--- config.mk ---
export PLATFORM = sky130hd
export DESIGN_NAME = bcd_scan_sequencer
export DESIGN_NICKNAME = d
export VERILOG_FILES = /design/src/rtl/bcd_scan_sequencer_pkg.sv /design/src/rtl/bcd_scan_sequencer_dwell_timer.sv /design/src/rtl/bcd_scan_sequencer.sv
export SDC_FILE = /design/constraint.sdc
export NUM_CORES = 1
export LEC_CHECK = 0
export ABC_AREA = 1
export ABC_CLOCK_PERIOD_IN_PS = 4400
export CORE_MARGIN = 3
export CORE_UTILIZATION = 59
export DETAILED_ROUTE_END_ITERATION = 12
export PLACE_DENSITY = 0.93
export SYNTH_ARGS = -nofsm -noshare
export SYNTH_HDL_FRONTEND = slang
export SYNTH_HIERARCHICAL = 1
export SYNTH_SLANG_ARGS = --single-unit
--- constraint.sdc ---
create_clock -name clk -period 4.4 [get_ports clk]
set_clock_uncertainty 0.2 [all_clocks]
set_input_delay 0.44 -clock clk [delete_from_list [all_inputs] [get_ports clk]]
set_output_delay 0.44 -clock clk [all_outputs]
set_load 0.05 [all_outputs]
--- src/rtl/bcd_scan_sequencer_pkg.sv ---
// Shared types and helpers for the BCD row-strobe scan sequencer.
// Defines the FSM states, the idle code and the row-to-code mapping.
package kangaroo_scan_pkg;

    typedef enum logic [1:0] {
        IDLE,
        SETTLE,
        SAMPLE
    } scan_state_t;

    localparam logic [3:0] BCD_NONE = 4'hF;

    // Rows outside the scanned range map to the idle code so the decoder deselects everything.
    function automatic logic [3:0] row_to_bcd(input logic [3:0] row, input int rows);
        return (int'(row) < rows) ? row : BCD_NONE;
    endfunction

endpackage

--- src/rtl/bcd_scan_sequencer_dwell_timer.sv ---
// Settle-time counter: held at zero by start_i, counts while run_i is high,
// and raises done_o on the last settle clock.
module scan_dwell_timer #(
    parameter int CNT_W = 3
) (
    input  logic             clk,
    input  logic             reset,
    input  logic             start_i,
    input  logic             run_i,
    input  logic [CNT_W-1:0] settle_cyc_i,
    output logic             done_o
);

    logic [CNT_W-1:0] cnt_q;
    logic [CNT_W-1:0] cnt_d;

    assign done_o = run_i && (cnt_q == settle_cyc_i - CNT_W'(1));

    always_comb begin
        cnt_d = cnt_q;
        if (start_i) begin
            cnt_d = '0;
        end else if (run_i && !done_o) begin
            cnt_d = cnt_q + CNT_W'(1);
        end
    end

    always_ff @(posedge clk) begin
        if (reset) begin
            cnt_q <= '0;
        end else begin
            cnt_q <= cnt_d;
        end
    end

endmodule

--- src/rtl/bcd_scan_sequencer.sv ---
// Drives BCD row codes onto an LS42-style decoder, samples the active-low return
// lines after a settle time and hands complete frames to the consumer via valid/ack.
module bcd_scan_sequencer
    import kangaroo_scan_pkg::*;
#(
    parameter int ROWS       = 10,
    parameter int COLS       = 8,
    parameter int SETTLE_CYC = 4
) (
    input  logic                 clk,
    input  logic                 reset,
    input  logic                 enable,
    output logic [3:0]           bcd,
    input  logic [COLS-1:0]      row_sense,
    output logic [ROWS*COLS-1:0] frame_data,
    output logic                 frame_valid,
    input  logic                 frame_ack,
    output logic                 overrun,
    output logic                 busy
);

    localparam int         FW       = ROWS * COLS;
    localparam int         CNT_W    = $clog2(SETTLE_CYC + 1);
    localparam logic [3:0] LAST_ROW = 4'(ROWS - 1);

    scan_state_t   state_q, state_d;
    logic [3:0]    row_q, row_d;
    logic [3:0]    bcd_q, bcd_d;
    logic [FW-1:0] shadow_q, shadow_d;
    logic [FW-1:0] frame_q, frame_d;
    logic          valid_q, valid_d;
    logic          overrun_q, overrun_d;
    logic [FW-1:0] sample_vec;
    logic          dwell_done;

    scan_dwell_timer #(
        .CNT_W (CNT_W)
    ) u_dwell (
        .clk          (clk),
        .reset        (reset),
        .start_i      (state_q != SETTLE),
        .run_i        (state_q == SETTLE),
        .settle_cyc_i (CNT_W'(SETTLE_CYC)),
        .done_o       (dwell_done)
    );

    // Shadow image with the current row replaced by the (inverted) return lines.
    always_comb begin
        sample_vec = shadow_q;
        for (int r = 0; r < ROWS; r++) begin
            if (row_q == 4'(r)) begin
                sample_vec[r*COLS +: COLS] = ~row_sense;
            end
        end
    end

    always_comb begin
        state_d   = state_q;
        row_d     = row_q;
        bcd_d     = bcd_q;
        shadow_d  = shadow_q;
        frame_d   = frame_q;
        valid_d   = valid_q;
        overrun_d = 1'b0;

        if (valid_q && frame_ack) begin
            valid_d = 1'b0;
        end

        case (state_q)
            IDLE: begin
                bcd_d = BCD_NONE;
                if (enable) begin
                    state_d = SETTLE;
                    row_d   = '0;
                    bcd_d   = row_to_bcd(4'd0, ROWS);
                end
            end
            SETTLE: begin
                if (!enable) begin
                    state_d  = IDLE;
                    bcd_d    = BCD_NONE;
                    shadow_d = '0;
                end else if (dwell_done) begin
                    state_d = SAMPLE;
                end
            end
            SAMPLE: begin
                if (!enable) begin
                    state_d  = IDLE;
                    bcd_d    = BCD_NONE;
                    shadow_d = '0;
                end else begin
                    state_d  = SETTLE;
                    shadow_d = sample_vec;
                    if (row_q == LAST_ROW) begin
                        row_d = '0;
                        bcd_d = row_to_bcd(4'd0, ROWS);
                        // A pending frame is only replaced if the consumer takes it on this clock.
                        if (!valid_q || frame_ack) begin
                            frame_d = sample_vec;
                            valid_d = 1'b1;
                        end else begin
                            overrun_d = 1'b1;
                        end
                    end else begin
                        row_d = row_q + 4'd1;
                        bcd_d = row_to_bcd(row_q + 4'd1, ROWS);
                    end
                end
            end
            default: begin
                state_d = IDLE;
                bcd_d   = BCD_NONE;
            end
        endcase
    end

    always_ff @(posedge clk) begin
        if (reset) begin
            state_q   <= IDLE;
            row_q     <= '0;
            bcd_q     <= BCD_NONE;
            shadow_q  <= '0;
            frame_q   <= '0;
            valid_q   <= 1'b0;
            overrun_q <= 1'b0;
        end else begin
            state_q   <= state_d;
            row_q     <= row_d;
            bcd_q     <= bcd_d;
            shadow_q  <= shadow_d;
            frame_q   <= frame_d;
            valid_q   <= valid_d;
            overrun_q <= overrun_d;
        end
    end

    assign bcd         = bcd_q;
    assign frame_data  = frame_q;
    assign frame_valid = valid_q;
    assign overrun     = overrun_q;
    assign busy        = (state_q == SETTLE) || (state_q == SAMPLE);

endmodule

=== Yosys cells after proc, flatten, opt, wreduce, memory -nomap -nowiden ===
Index checks and enable logic that the tools add are counted.

* Magnitude comparators: 1
* Reduce and logical (&&, ||, !) cells: 17
* Muxes and demuxes: 34
* Bitwise gates (word level): 4
* $add $sub $neg: 2
* Equal/unequal tests: 17

{| class="wikitable"
|+ Operators by type and width
! operator !! count
|-
| 2-to-1 mux 80 bit || 2
|-
| case mux 80 bit (2 select lines) || 1
|-
| 2-to-1 mux 8 bit || 10
|-
| 2-to-1 mux 4 bit || 8
|-
| equality test 4 x 3 -> 1 bit, second input constant || 4
|-
| case mux 4 bit (3 select lines) || 1
|-
| equality test 4 x 2 -> 1 bit, second input constant || 2
|-
| equality test 4 bit, second input constant || 2
|-
| NOT 8 bit || 1
|-
| case mux 4 bit (2 select lines) || 1
|-
| 2-to-1 mux 1 bit || 7
|-
| 2-to-1 mux 2 bit || 3
|-
| != test 2 bit, second input constant || 3
|-
| case mux 2 bit (3 select lines) || 1
|-
| adder 4 x 1 -> 4 bit, second input constant || 1
|-
| equality test 4 x 1 -> 1 bit, second input constant || 1
|-
| zero test 4 bit || 1
|-
| < comparator 4 bit, second input constant || 1
|-
| AND reduction 2 bit || 2
|-
| AND reduction 4 bit || 1
|-
| nonzero test 2 bit || 2
|-
| OR reduction 4 bit || 1
|-
| adder 3 x 1 -> 3 bit, second input constant || 1
|-
| equality test 3 x 2 -> 1 bit, second input constant || 1
|-
| other kinds (11) || 17
|}

* Register bits after elaboration: 175
* Output and inout port bits: 87
* Input bits: 12
* Logic and storage cells: 83

=== Logic depth before layout (Yosys ltp) ===
* Depth in word-level cells: 6
* Mapped depth: 12
* Gate-level depth less buffers: 12

=== Modules after synthesis ===
Netlist, hierarchy kept.

{| class="wikitable"
|+ Modules (own cells, without submodules)
! module !! cells each !! instances !! area each (um^2)
|-
| bcd_scan_sequencer || 1004 || 1 || 7274.5
|-
| scan_dwell_timer || 41 || 1 || 239.0
|}

=== Worst setup path after synthesis ===
Ideal clock, no wire load.

* Path kind: register to register
* Start point: register state_q[1]
* End point: register shadow_q[10]
* Data arrival time: 1.645 ns
* Library setup time: 0.128 ns
* Path slack: 2.428 ns
* Cell stages (with the launch flop): 10
* Data required time: 4.072 ns
* Cell sequence: dfxtp_1 > inv_1 > ha_1 > nand2_1 > inv_1 > a21oi_1 > clkbuf_1 > o22ai_1 > inv_1 > nor2_1

* Cells in the longest elaborated chain, start to end: 3

{| class="wikitable"
|+ Ends and longest elaborated chain
! element !! RTL line !! source
|-
| start, declared || bcd_scan_sequencer.sv:26 || <nowiki>scan_state_t state_q, state_d;</nowiki>
|-
| start signal, assigned || bcd_scan_sequencer.sv:129 || <nowiki>state_q <= state_d;</nowiki>
|-
| equality test 2 x 1 -> 1 bit or equality test 2 bit (tied branches) || bcd_scan_sequencer.sv:70 || <nowiki>case (state_q)</nowiki>
|-
| != test 2 bit (no line) or nonzero test 2 bit (tied branches) || n/a ||
|-
| AND reduction 2 bit (no line) || n/a ||
|-
| end signal, assigned || bcd_scan_sequencer.sv:132 || <nowiki>shadow_q <= shadow_d;</nowiki>
|-
| end, declared || bcd_scan_sequencer.sv:29 || <nowiki>logic [FW-1:0] shadow_q, shadow_d;</nowiki>
|}

Several ways; a longest one is shown, not always the timed one.
A chain may end at the register's enable or synchronous reset.

=== Worst setup path in the final report ===
* Start point: register state_q[0]
* End point: output busy

* Cells in the longest elaborated chain, start to end: 2

{| class="wikitable"
|+ Ends and longest elaborated chain
! element !! RTL line !! source
|-
| equality test 2 x 1 -> 1 bit or equality test 2 bit (tied branches) || bcd_scan_sequencer.sv:143 || <nowiki>assign busy = (state_q == SETTLE) || (state_q == SAMPLE);</nowiki>
|-
| logical OR 1 bit * || bcd_scan_sequencer.sv:143 ||
|-
| end, declared || bcd_scan_sequencer.sv:19 || <nowiki>output logic busy</nowiki>
|}

Mark *: on every way between the ends. The rest lies on a longest branch, timed or not.

==> flow_summary.yaml <==
synth:
  ys.flop_type: "dfxtp_1"
  synth_edf_count: 0
  seq_area_frac_synth_pct: 46.6
  ys_types: 27
  syn_area_mm2: 0.00751
  yosys_warnings: 6
  synth_top_area_share_pct: 46.6
  synthArstFlopShare_pct: 0
  ys_ff_latch: 175
  yosysTopAreaCell: "dfxtp_1"
  synth_area_leaders: "dfxtp_1, nand2_1, o21ai_0"
  syn_avg_cell_area_um2: 7.19
  synthCells: 1045
cells_and_area:
  final_core_util_pct: 74.2
  diodes: 0
  seq_area_mm2: 0.00350
  stdcell_count: 1290
  area_growth_pct: 20.6
  drive_gt1_share_pct: 4.19
  fin_area_mm2: 0.00906
  n_fill_cell: 925
  multi_input_area_mm2: 0.00326
  final_nets: 1132
clock_tree:
  cts_resized: 0
  clk_pin_slew_ps: 60
  clk_path_buf_depth: 2
  clk_latency_ps: 430
  htreeDepth: 4
  numCtsBuffers: 17
  postCtsSetupRepairBufs: 0
  cts_tree: "built"
  cts_root_buf: "clkbuf_16"
  hold_buffers: 0
  clkSinkCount: 175
global_routing:
  grt_pass1_vias: 6265
  grt_max_degree: 105
  grt_first_pass_wirelength_mm: 30.1
  grt.overflow.total: 0
  antenna_found_initial: 0
  grt_util_all_layers_pct: 25.8
sta:
  slew_viol_final: 0
  hold_violations: 0
  worstMarginPinSlew_ps: 990
  slew_headroom_pct: 34.0
  finalCriticalPeriod_ps: 2620
  post-route-period-util_pct: 59.5
  rsz0062_at_grt: "false"
  whs_ps: 265
  tns_ps: 0
  fmax_mhz: 382
  setup_viol: 0
run_status:
  status: "finished, final reports clean"
worst_setup_path:
  endpoint_kind: "output pin"
  timing.critical_path.buf_inv: 2
  startpoint_type: "flop"
  crit_required_ps: 3760
  critical_path_class: "reg -> out"
  worstPathArrival_ps: 1980
  path_delay_family: "buffers and inverters"
  cp_slowest_cell: "clkdlybuf4s50_1"
  cp_cell_sequence: "inv_1 -> ha_1 -> clkdlybuf4s50_1"
  cpPeakStageDelay_ps: 790
  path_max_fanout: 4
drt:
  initialDrtViolationCount: 831
  postRouteAntennaNets: 0
  drt-met1-wl_mm: 7.73
  routedWlPerCell_um: 14.2
  route.met2.wl_mm: 8.83
  num_vias: 7010
  avgViaCountPerCell: 5.43
  drt_wl_total_mm: 18.4
  top_layer_used: "met4"
  dr.pass1.iters: 7
  wl_met3_mm: 1.42
  drcViolationCount: 0
pwr:
  p_comb_share_pct: 17.2
  internal_power_w: 0.00267
  leakage_nw: 3.68
  p_clk_share_pct: 39.6
  netSwitchingFraction_pct: 29.6
  ir_drop_mv: 0.259
  p_per_area_mw_per_mm2: 419
  power_frac_seq_pct: 43.3
  p_switching_w: 0.00112
floorplanning:
  start_util_pct: 61.5
  core_mm2: 0.0122
  die-area_mm2: 0.0141
  row_count: 40
  die_h_um: 119
  die_x_um: 119
  ios: 99
placed_design:
  dp_cells: 1259
  placed_cell_area_mm2: 0.00847
  dp_hpwl_mm: 11.2
  portBuffers: 98
  routabilityCongestion: 0.874
flow_run:
  cap_violations: 0
worst_hold_path:
  holdCritPathClass: "reg -> reg"
## per-stage QoR
step | worst slack, ps | total power [W]
after CTS | 1770 | 0.00379
after global routing | 1600 | 0.00392
final | 1780 | 0.00379
after global placement | 1730 | 0.00230
after detailed placement | 1700 | 0.00230
after floorplan | 2430 | 0.00214
## area by class of cell
cell class                 count  area share, %
sequential                   175           38.7
inverter                     125           5.23
clock buffer                  22           5.34
timing repair buffer         105           11.4
tap                          168           2.32
multi-input combinational    686           35.9
clock inverter                 9           1.16
## worst paths after layout
| path | cells past startpoint | start | to | slack (ps) |
|---|---|---|---|---|
| worst min register to register | 2 | shadow_q[33]$_SDFFE_PP0P_ | shadow_q[33]$_SDFFE_PP0P_ | 270 |
| worst min-delay path | 2 | shadow_q[33]$_SDFFE_PP0P_ | shadow_q[33]$_SDFFE_PP0P_ | 270 |
| worst max register to register | 10 | state_q[1]$_SDFFE_PP0P_ | shadow_q[49]$_SDFFE_PP0P_ | 1800 |
| worst max-delay path | 3 | state_q[0]$_SDFFE_PP0P_ | busy | 1780 |
## logic make-up (layout without fill, tap and decap cells)
| logic type | Yosys count | after routing | share of synthesized area, % |
|---|---|---|---|
| AOI/OAI and AO/OA | 259 | 259 | 20.1 |
| xor gates and xnor gates | 1 | 1 | 0.117 |
| adders and majority gates | 10 | 10 | 1.67 |
| buffers and inverters | 187 | 261 | 10.2 |
| DFF | 175 | 175 | 46.6 |
| other | 2 | 5 | 0.100 |
| and+or+nand+nor | 411 | 411 | 21.1 |
## tightest hold or removal path: stages (launching register included)
cell	delay (ps)
dfxtp_1	310
nand2_1	60
a21oi_1	50
## synthesized netlist by cell type, types with 2 or more instances
cell,n
buf_6,2
buf_4,7
conb_1,2
nor2_1,150
nand2_1,242
o21ai_0,126
inv_4,2
nand3_1,12
o211a_1,32
ha_1,10
inv_1,121
buf_2,17
o22ai_1,41
a21oi_1,59
clkbuf_1,36
dfxtp_1,175
## power by group through the flow
stage	combinational (W)	clock, W	sequential (W)
global placement	0.000623	0	0.00167
CTS	0.000641	0.00151	0.00164
floorplan	0.000430	0	0.00171
finish	0.000651	0.00150	0.00164
detailed placement	0.000628	0	0.00168
global route	0.000713	0.00156	0.00165
## layout by cell type (no fill, tap or decap), types with 2 or more instances in the layout
cell type	count
nand2_1	242
dfxtp_1	175
nor2_1	150
o21ai_0	126
inv_1	121
clkdlybuf4s50_1	97
a21oi_1	58
o22ai_1	41
o211a_1	32
clkbuf_16	17
nand3_1	12
ha_1	10
buf_4	7
conb_1	5
clkinv_2	4
clkbuf_8	4
inv_4	2
inv_2	2
bufinv_16	2
inv_6	2
## flip-flops by register name, summed over array words and instances (netlist names)
name and count:
frame_data 80, shadow_q 80, bcd 4, row_q 4, u_dwell/cnt_q 3, state_q 2
frame_valid 1, overrun 1
## routing by layer
| layer | vias to the layer above | GRT usage (%) |
|---|---|---|
| met3 | 46 | 5.60 |
| met2 | 299 | 42.5 |
| li1 | 3470 | - |
| met1 | 3195 | 33.5 |
| met4 | 0 | 9.49 |
| met5 | - | 0 |
Power figures use the tool's default switching activity.
